**src/rtl/dhs_scoreboard_if.sv**
```systemverilog
// -----------------------------------------------------------------------------
// dhs_scoreboard_if
// Purpose : groups the decode-side signals of the data-hazard stall unit.
//   master : decode stage. Drives the instruction fields and the flush/cnt_clr
//            controls, and receives the stall/forward results.
//   slave  : dhs_scoreboard. Receives the instruction fields and controls, and
//            drives DHS_O/DHS_I/fwd_a/fwd_b/stall_cnt.
// Signals :
//   id_valid, MA, MB, RW, AA, BA, DA : decode instruction fields
//   flush, cnt_clr                   : synchronous clears
//   DHS_O, DHS_I                     : stall request and PC/IR load enable
//   fwd_a, fwd_b                     : oldest-stage forward selects
//   stall_cnt                        : saturating stall-cycle count
// -----------------------------------------------------------------------------
interface dhs_scoreboard_if #(
  parameter int AW = 3,
  parameter int CW = 8
);
  logic          id_valid;
  logic          MA;
  logic          MB;
  logic          RW;
  logic [AW-1:0] AA;
  logic [AW-1:0] BA;
  logic [AW-1:0] DA;
  logic          flush;
  logic          cnt_clr;
  logic          DHS_O;
  logic          DHS_I;
  logic          fwd_a;
  logic          fwd_b;
  logic [CW-1:0] stall_cnt;

  modport master (
    output id_valid, MA, MB, RW, AA, BA, DA, flush, cnt_clr,
    input  DHS_O, DHS_I, fwd_a, fwd_b, stall_cnt
  );

  modport slave (
    input  id_valid, MA, MB, RW, AA, BA, DA, flush, cnt_clr,
    output DHS_O, DHS_I, fwd_a, fwd_b, stall_cnt
  );
endinterface

```
**src/rtl/dhs_scoreboard.sv**
```systemverilog
// -----------------------------------------------------------------------------
// dhs_scoreboard
// Purpose : data-hazard stall unit. It keeps a DEPTH-entry scoreboard of
//   in-flight register writes and compares the decode source addresses
//   against it. It stalls decode while a hazard exists, and counts the
//   stalled cycles in a saturating counter.
// Ports   :
//   clk   : rising-edge clock
//   rst_n : asynchronous active-low reset
//   bus   : dhs_scoreboard_if.slave. Carries the decode fields and the
//           flush/cnt_clr inputs, and the DHS_O/DHS_I/fwd_a/fwd_b/stall_cnt
//           outputs.
// Parameters : AW (address width), DEPTH (stages to writeback), CW (counter
//   width).
// Option  : define DHS_FWD_EN to forward from the oldest slot instead of
//   stalling on it. When it is not defined, every slot stalls and
//   fwd_a/fwd_b are tied to 0.
// Note    : DHS_O is a same-cycle combinational decode of the registered
//   scoreboard. Decode must see the stall in the cycle in which the hazard
//   appears.
// -----------------------------------------------------------------------------
module dhs_scoreboard #(
  parameter int AW    = 3,
  parameter int DEPTH = 2,
  parameter int CW    = 8
) (
  input  logic             clk,
  input  logic             rst_n,
  dhs_scoreboard_if.slave  bus
);

`ifdef DHS_FWD_EN
  // The oldest slot is resolved by forwarding, so it is masked out of the stall check.
  localparam logic [DEPTH:1] STALL_MASK = {DEPTH{1'b1}} >> 1'b1;
`else
  localparam logic [DEPTH:1] STALL_MASK = {DEPTH{1'b1}};
`endif

  logic [DEPTH:1]  slot_v_r;
  logic [AW-1:0]   slot_dst_r [1:DEPTH];
  logic [CW-1:0]   stall_cnt_r;
  logic [DEPTH:1]  match_a_s;
  logic [DEPTH:1]  match_b_s;
  logic            ha_s;
  logic            hb_s;
  logic            stall_s;
  logic            push_s;

  // Compare the decode source addresses with every scoreboard slot.
  always_comb begin
    match_a_s = '0;
    match_b_s = '0;
    for (int k = 1; k <= DEPTH; k++) begin
      match_a_s[k] = slot_v_r[k] & (slot_dst_r[k] == bus.AA);
      match_b_s[k] = slot_v_r[k] & (slot_dst_r[k] == bus.BA);
    end
  end

  assign ha_s    = bus.id_valid & ~bus.MA & (|(match_a_s & STALL_MASK));
  assign hb_s    = bus.id_valid & ~bus.MB & (|(match_b_s & STALL_MASK));
  assign stall_s = ha_s | hb_s;
  // R0 writes never enter the scoreboard, so R0 sources never hazard.
  assign push_s  = bus.id_valid & bus.RW & ~stall_s & (bus.DA != {AW{1'b0}});

  assign bus.DHS_O     = stall_s;
  assign bus.DHS_I     = ~stall_s;
  assign bus.stall_cnt = stall_cnt_r;

`ifdef DHS_FWD_EN
  assign bus.fwd_a = bus.id_valid & ~bus.MA & match_a_s[DEPTH] & ~stall_s;
  assign bus.fwd_b = bus.id_valid & ~bus.MB & match_b_s[DEPTH] & ~stall_s;
`else
  assign bus.fwd_a = 1'b0;
  assign bus.fwd_b = 1'b0;
`endif

  // Scoreboard shift register. A stall pushes a bubble, and flush clears every valid bit.
  always_ff @(posedge clk or negedge rst_n) begin
    if (!rst_n) begin
      slot_v_r <= '0;
      for (int k = 1; k <= DEPTH; k++) begin
        slot_dst_r[k] <= {AW{1'b0}};
      end
    end else if (bus.flush) begin
      slot_v_r <= '0;
    end else begin
      for (int k = DEPTH; k >= 2; k--) begin
        slot_v_r[k]   <= slot_v_r[k-1];
        slot_dst_r[k] <= slot_dst_r[k-1];
      end
      slot_v_r[1]   <= push_s;
      slot_dst_r[1] <= bus.DA;
    end
  end

  // Stall-cycle counter. It saturates at all-ones, and a clear takes priority over counting.
  always_ff @(posedge clk or negedge rst_n) begin
    if (!rst_n) begin
      stall_cnt_r <= {CW{1'b0}};
    end else if (bus.cnt_clr) begin
      stall_cnt_r <= {CW{1'b0}};
    end else if (stall_s && (stall_cnt_r != {CW{1'b1}})) begin
      stall_cnt_r <= stall_cnt_r + 1'b1;
    end else begin
      stall_cnt_r <= stall_cnt_r;
    end
  end

endmodule

```
**src/flat_wrapper.sv**
```systemverilog
// flat-port wrapper written by rule: the top's interface ports become plain ports
module dhs_scoreboard_flat 
#(
  parameter int AW    = 3,
  parameter int DEPTH = 2,
  parameter int CW    = 8
)
  (clk, rst_n, bus_id_valid, bus_MA, bus_MB, bus_RW, bus_AA, bus_BA, bus_DA, bus_flush, bus_cnt_clr, bus_DHS_O, bus_DHS_I, bus_fwd_a, bus_fwd_b, bus_stall_cnt);
  dhs_scoreboard_if #(.AW(AW), .CW(CW)) bus_i ();
  input  logic clk;
  input  logic rst_n;
  input wire logic [$bits(bus_i.id_valid)-1:0] bus_id_valid;
  input wire logic [$bits(bus_i.MA)-1:0] bus_MA;
  input wire logic [$bits(bus_i.MB)-1:0] bus_MB;
  input wire logic [$bits(bus_i.RW)-1:0] bus_RW;
  input wire logic [$bits(bus_i.AA)-1:0] bus_AA;
  input wire logic [$bits(bus_i.BA)-1:0] bus_BA;
  input wire logic [$bits(bus_i.DA)-1:0] bus_DA;
  input wire logic [$bits(bus_i.flush)-1:0] bus_flush;
  input wire logic [$bits(bus_i.cnt_clr)-1:0] bus_cnt_clr;
  output wire logic [$bits(bus_i.DHS_O)-1:0] bus_DHS_O;
  output wire logic [$bits(bus_i.DHS_I)-1:0] bus_DHS_I;
  output wire logic [$bits(bus_i.fwd_a)-1:0] bus_fwd_a;
  output wire logic [$bits(bus_i.fwd_b)-1:0] bus_fwd_b;
  output wire logic [$bits(bus_i.stall_cnt)-1:0] bus_stall_cnt;
  assign bus_i.id_valid = bus_id_valid;
  assign bus_i.MA = bus_MA;
  assign bus_i.MB = bus_MB;
  assign bus_i.RW = bus_RW;
  assign bus_i.AA = bus_AA;
  assign bus_i.BA = bus_BA;
  assign bus_i.DA = bus_DA;
  assign bus_i.flush = bus_flush;
  assign bus_i.cnt_clr = bus_cnt_clr;
  assign bus_DHS_O = bus_i.DHS_O;
  assign bus_DHS_I = bus_i.DHS_I;
  assign bus_fwd_a = bus_i.fwd_a;
  assign bus_fwd_b = bus_i.fwd_b;
  assign bus_stall_cnt = bus_i.stall_cnt;
  dhs_scoreboard #(.AW(AW), .DEPTH(DEPTH), .CW(CW)) u_core (.clk(clk), .rst_n(rst_n), .bus(bus_i));
endmodule
```
**config.mk**
```make
export PLATFORM = sky130hd
export DESIGN_NAME = dhs_scoreboard_flat
export DESIGN_NICKNAME = d
export VERILOG_FILES = /design/src/rtl/dhs_scoreboard_if.sv /design/src/rtl/dhs_scoreboard.sv /design/src/flat_wrapper.sv
export SDC_FILE = /design/constraint.sdc
export NUM_CORES = 1
export LEC_CHECK = 0
export CAP_MARGIN = 5
export CORE_MARGIN = 1
export CORE_UTILIZATION = 48
export DETAILED_ROUTE_END_ITERATION = 8
export GPL_TIMING_DRIVEN = 0
export PLACE_DENSITY = 0.83
export SLEW_MARGIN = 10
export SYNTH_ARGS = -nofsm -noshare
export SYNTH_HDL_FRONTEND = slang
export SYNTH_SLANG_ARGS = --single-unit
export TNS_END_PERCENT = 10
```
**constraint.sdc**
```tcl
create_clock -name clk -period 4 [get_ports clk]
set_clock_uncertainty 0.05 [all_clocks]
set_input_delay 0.8 -clock clk [delete_from_list [all_inputs] [get_ports clk]]
set_output_delay 0.8 -clock clk [all_outputs]
set_load 0.01 [all_outputs]
```
==> reports/results.ini <==
[logic_synthesis]
synthesis.area_um2 = 906
synth-compound-area-share_pct = 12.0
post_synth.cell_area_avg_um2 = 10.3
ys_seq_elements = 16
mux_share_of_post_synthesis_cell_area_pct = 8.56
cells_after_synthesis = 88
ys_seq_area_share_pct = 44.2
yosys.area_share.simple_pct = 14.4
yosysWarningCount = 0
synthAdderAreaFrac_pct = 1.38
netlist-cell-type-count = 28
synth_xor_area_share_pct = 14.5
dominant_combinational_cell_family_by_area_after_synthesis = XOR/XNOR gates

[floorplan]
design.core.area_um2 = 1750
fp.dieW_um = 45.4
chipHeight_um = 45.4
row_count = 15
top_level_ports = 29
initial_utilization_pct = 51.9
design.die.area_um2 = 2060

[clocking]
worst_setup_hold_path_clk_slew_ps = 100
cts.repair_timing.setup_buffer_count = 0
clock-sinks = 16
cts_tree = yes
cts_resized = 0
cts-hold-fix-buffers = 0
clk_root_buffer_cell = clkbuf_4
h-tree-depth = 1
clk_latency_ps = 290
clockBufferDepth = 2
cts_made_buffers = 3

[detailed_routing]
route.detailed.vias_per_inst = 5.43
remaining_drc_errors = 0
dr_total_vias = 771
wirelength_per_cell_um = 13.8
drt_iter0_markers = 15
drtPass1Iterations = 4
ant_nets = 0
detailed_route_wire_length_um = 1950

[setup_path]
critical_path_class = primary input to output pin
cp.required_ps = 3150
timing.critical_path.arrival_ps = 2640
critical_path.endpoint_type = output pin
setup.worst_path.start = bus_BA[1]
critical_path.startpoint_type = primary input
regToRegStartpoint = u_core.bus.stall_cnt[0]
max_fanout_on_critical_path = 5

[global_route]
antenna_violations_before_repair = 0
gr-usage-all-layers_pct = 21.9
global_route_wire_length_before_repair_um = 3210
grt_max_degree = 17
first_global_vias = 766
sum_of_overflow_across_all_layers_after_global_routing = 0

[final_layout]
antenna_cells = 0
fillers = 140
syn_to_final_growth_pct = 34.4
drive_gt1_share_pct = 13.7
nets = 136

[sta]
setup_tns_ps = 0
worstMarginPinSlew_ps = 723
fin_crit_ps = 3490
final_setup_vio_count = 0
hold_viol_final = 0
holdWs_ps = 482
final_min_period_over_clock_period_pct = 87.2
grt_setup_unrepaired = no
maxClockFrequency_mhz = 287
max-slew-margin-rel_pct = 51.7
final_max_slew_viol_count = 0

[pwr]
power.static_leakage_nw = 0.489
power.share.switching_pct = 25.2
cellInternalPower_mw = 0.262
ir_drop_v = 0.000180
share_clk_of_total_power_pct = 31.5
share_comb_of_total_power_pct = 16.9
seq_power_share_pct = 51.6
powerDensity_nw_per_um2 = 287
net-switching-power_mw = 0.0883

[placed_design]
final_weighted_congestion_in_routability_driven_placement = 0.744
buffer_ports.inserted = 24
post_detail_place_hpwl_um = 1520

[outcome]
outcome = finished, final reports clean

[worst_hold_path]
holdCritStartpoint = u_core.slot_v_r[1]
min_path_type = flip-flop to flip-flop

[run]
maxCapViolations = 0

==> logic make-up (layout without fill, tap and decap cells) <==
logic type,after synthesis,count (layout)
adders and majority gates,1,1
muxes,7,7
xor gates and xnor gates,15,15
AOI/OAI and AO/OA,14,14
other,1,2
buffers and inverters,9,37
DFF,16,16
and+or+nand+nor,25,25
==> final cells by class <==
cell class	count	area (um2)	area share, %
timing repair buffer	24	240	19.7
buffer	4	22.5	1.85
multi-input combinational	64	468	38.4
clock buffer	4	36.3	2.98
tap	25	31.3	2.57
sequential	16	400	32.9
inverter	5	18.8	1.54
==> flip-flops by register name, indices dropped and copies added (netlist names) <==
name                  count
u_core.slot_dst_r         6
u_core.slot_v_r           2
u_core.bus.stall_cnt      8
==> layout by cell type, fill, tap and decap left out, drive strengths merged, types with 2 or more instances in the layout <==
cell           count
nor3               2
clkbuf             6
nand3              3
xor2               2
nor2               7
clkdlybuf4s50     24
mux2               6
dfrtp             16
a21oi              4
nand2              3
buf                2
xnor2             13
o31ai              2
conb               2
a2111oi            2
o21ai              2
nand4              5
or4                2
inv                5
==> stage by stage <==
stage / setup slack [ps] / power (mW) / util, % / cell area (um2) / instances
2_1_floorplan: 1580 / 0.215 / - / 910 / 89
3_3_place_gp: 566 / 0.240 / 67.7 / 1180 / 138
3_5_place_dp: 516 / 0.243 / 67.7 / 1180 / 138
4_1_cts: 511 / 0.352 / 69.7 / 1220 / 142
5_1_grt: 398 / 0.363 / 69.7 / 1220 / 142
6_report: 511 / 0.350 / 69.7 / 1220 / 142
==> Yosys cell counts <==
cell | n | share of area (%)
nor2b_1 | 1 | 0.69
clkbuf_1 | 2 | 0.83
a41o_1 | 1 | 1.1
conb_1 | 1 | 0.41
a2111oi_2 | 2 | 3.3
nand4_1 | 5 | 3.5
xor2_1 | 2 | 1.9
buf_4 | 2 | 1.7
nor3_1 | 2 | 1.1
nand2_1 | 3 | 1.2
nor4_1 | 1 | 0.69
a211oi_1 | 1 | 0.83
dfrtp_1 | 16 | 44
mux2_2 | 6 | 7.5
or3_1 | 1 | 0.69
xnor2_1 | 13 | 13
o21bai_1 | 1 | 0.83
nor2_2 | 1 | 0.69
inv_1 | 5 | 2.1
o31ai_1 | 2 | 1.7
or4_1 | 2 | 1.7
nand3_1 | 3 | 1.7
ha_1 | 1 | 1.4
a21oi_1 | 4 | 2.2
nor2_1 | 6 | 2.5
mux2i_1 | 1 | 1.1
o21ai_1 | 2 | 1.1
a31o_2 | 1 | 0.97
==> layer usage <==
layer / part of all wire, % / vias up / global-route usage (%)
met5: 0 / - / 0
met4: 1.1 / 0 / 12.7
met3: 3.2 / 2 / 2.38
met2: 53 / 19 / 35.7
met1: 43 / 379 / 28.1
li1: - / 371 / -
==> critical path: stages <==
cell             delay, ps
clkdlybuf4s50_1        510
xnor2_1                140
nand4_1                160
a211oi_1               280
a31o_2                 200
clkdlybuf4s50_1        550
==> worst paths after layout <==
path,endpoint,slack (ps),depth (start not counted)
max,bus_DHS_O,510,6
min,u_core.slot_v_r[2],480,1
max reg2reg,u_core.bus.stall_cnt[5],1620,7
min reg2reg,u_core.slot_v_r[2],480,1
max in group asynchronous,u_core.slot_v_r[1],2570,1
min in group asynchronous,u_core.bus.stall_cnt[5],880,1
==> power groups by stage <==
stage | Sequential [mW] | Clock (mW) | Combinational (mW)
final | 0.181 | 0.110 | 0.0593
after global routing | 0.182 | 0.116 | 0.0648
after CTS | 0.180 | 0.112 | 0.0597
after detailed placement | 0.184 | 0 | 0.0593
after global placement | 0.182 | 0 | 0.0578
after floorplan | 0.181 | 0 | 0.0340
(Power assumes the default switching activity.)
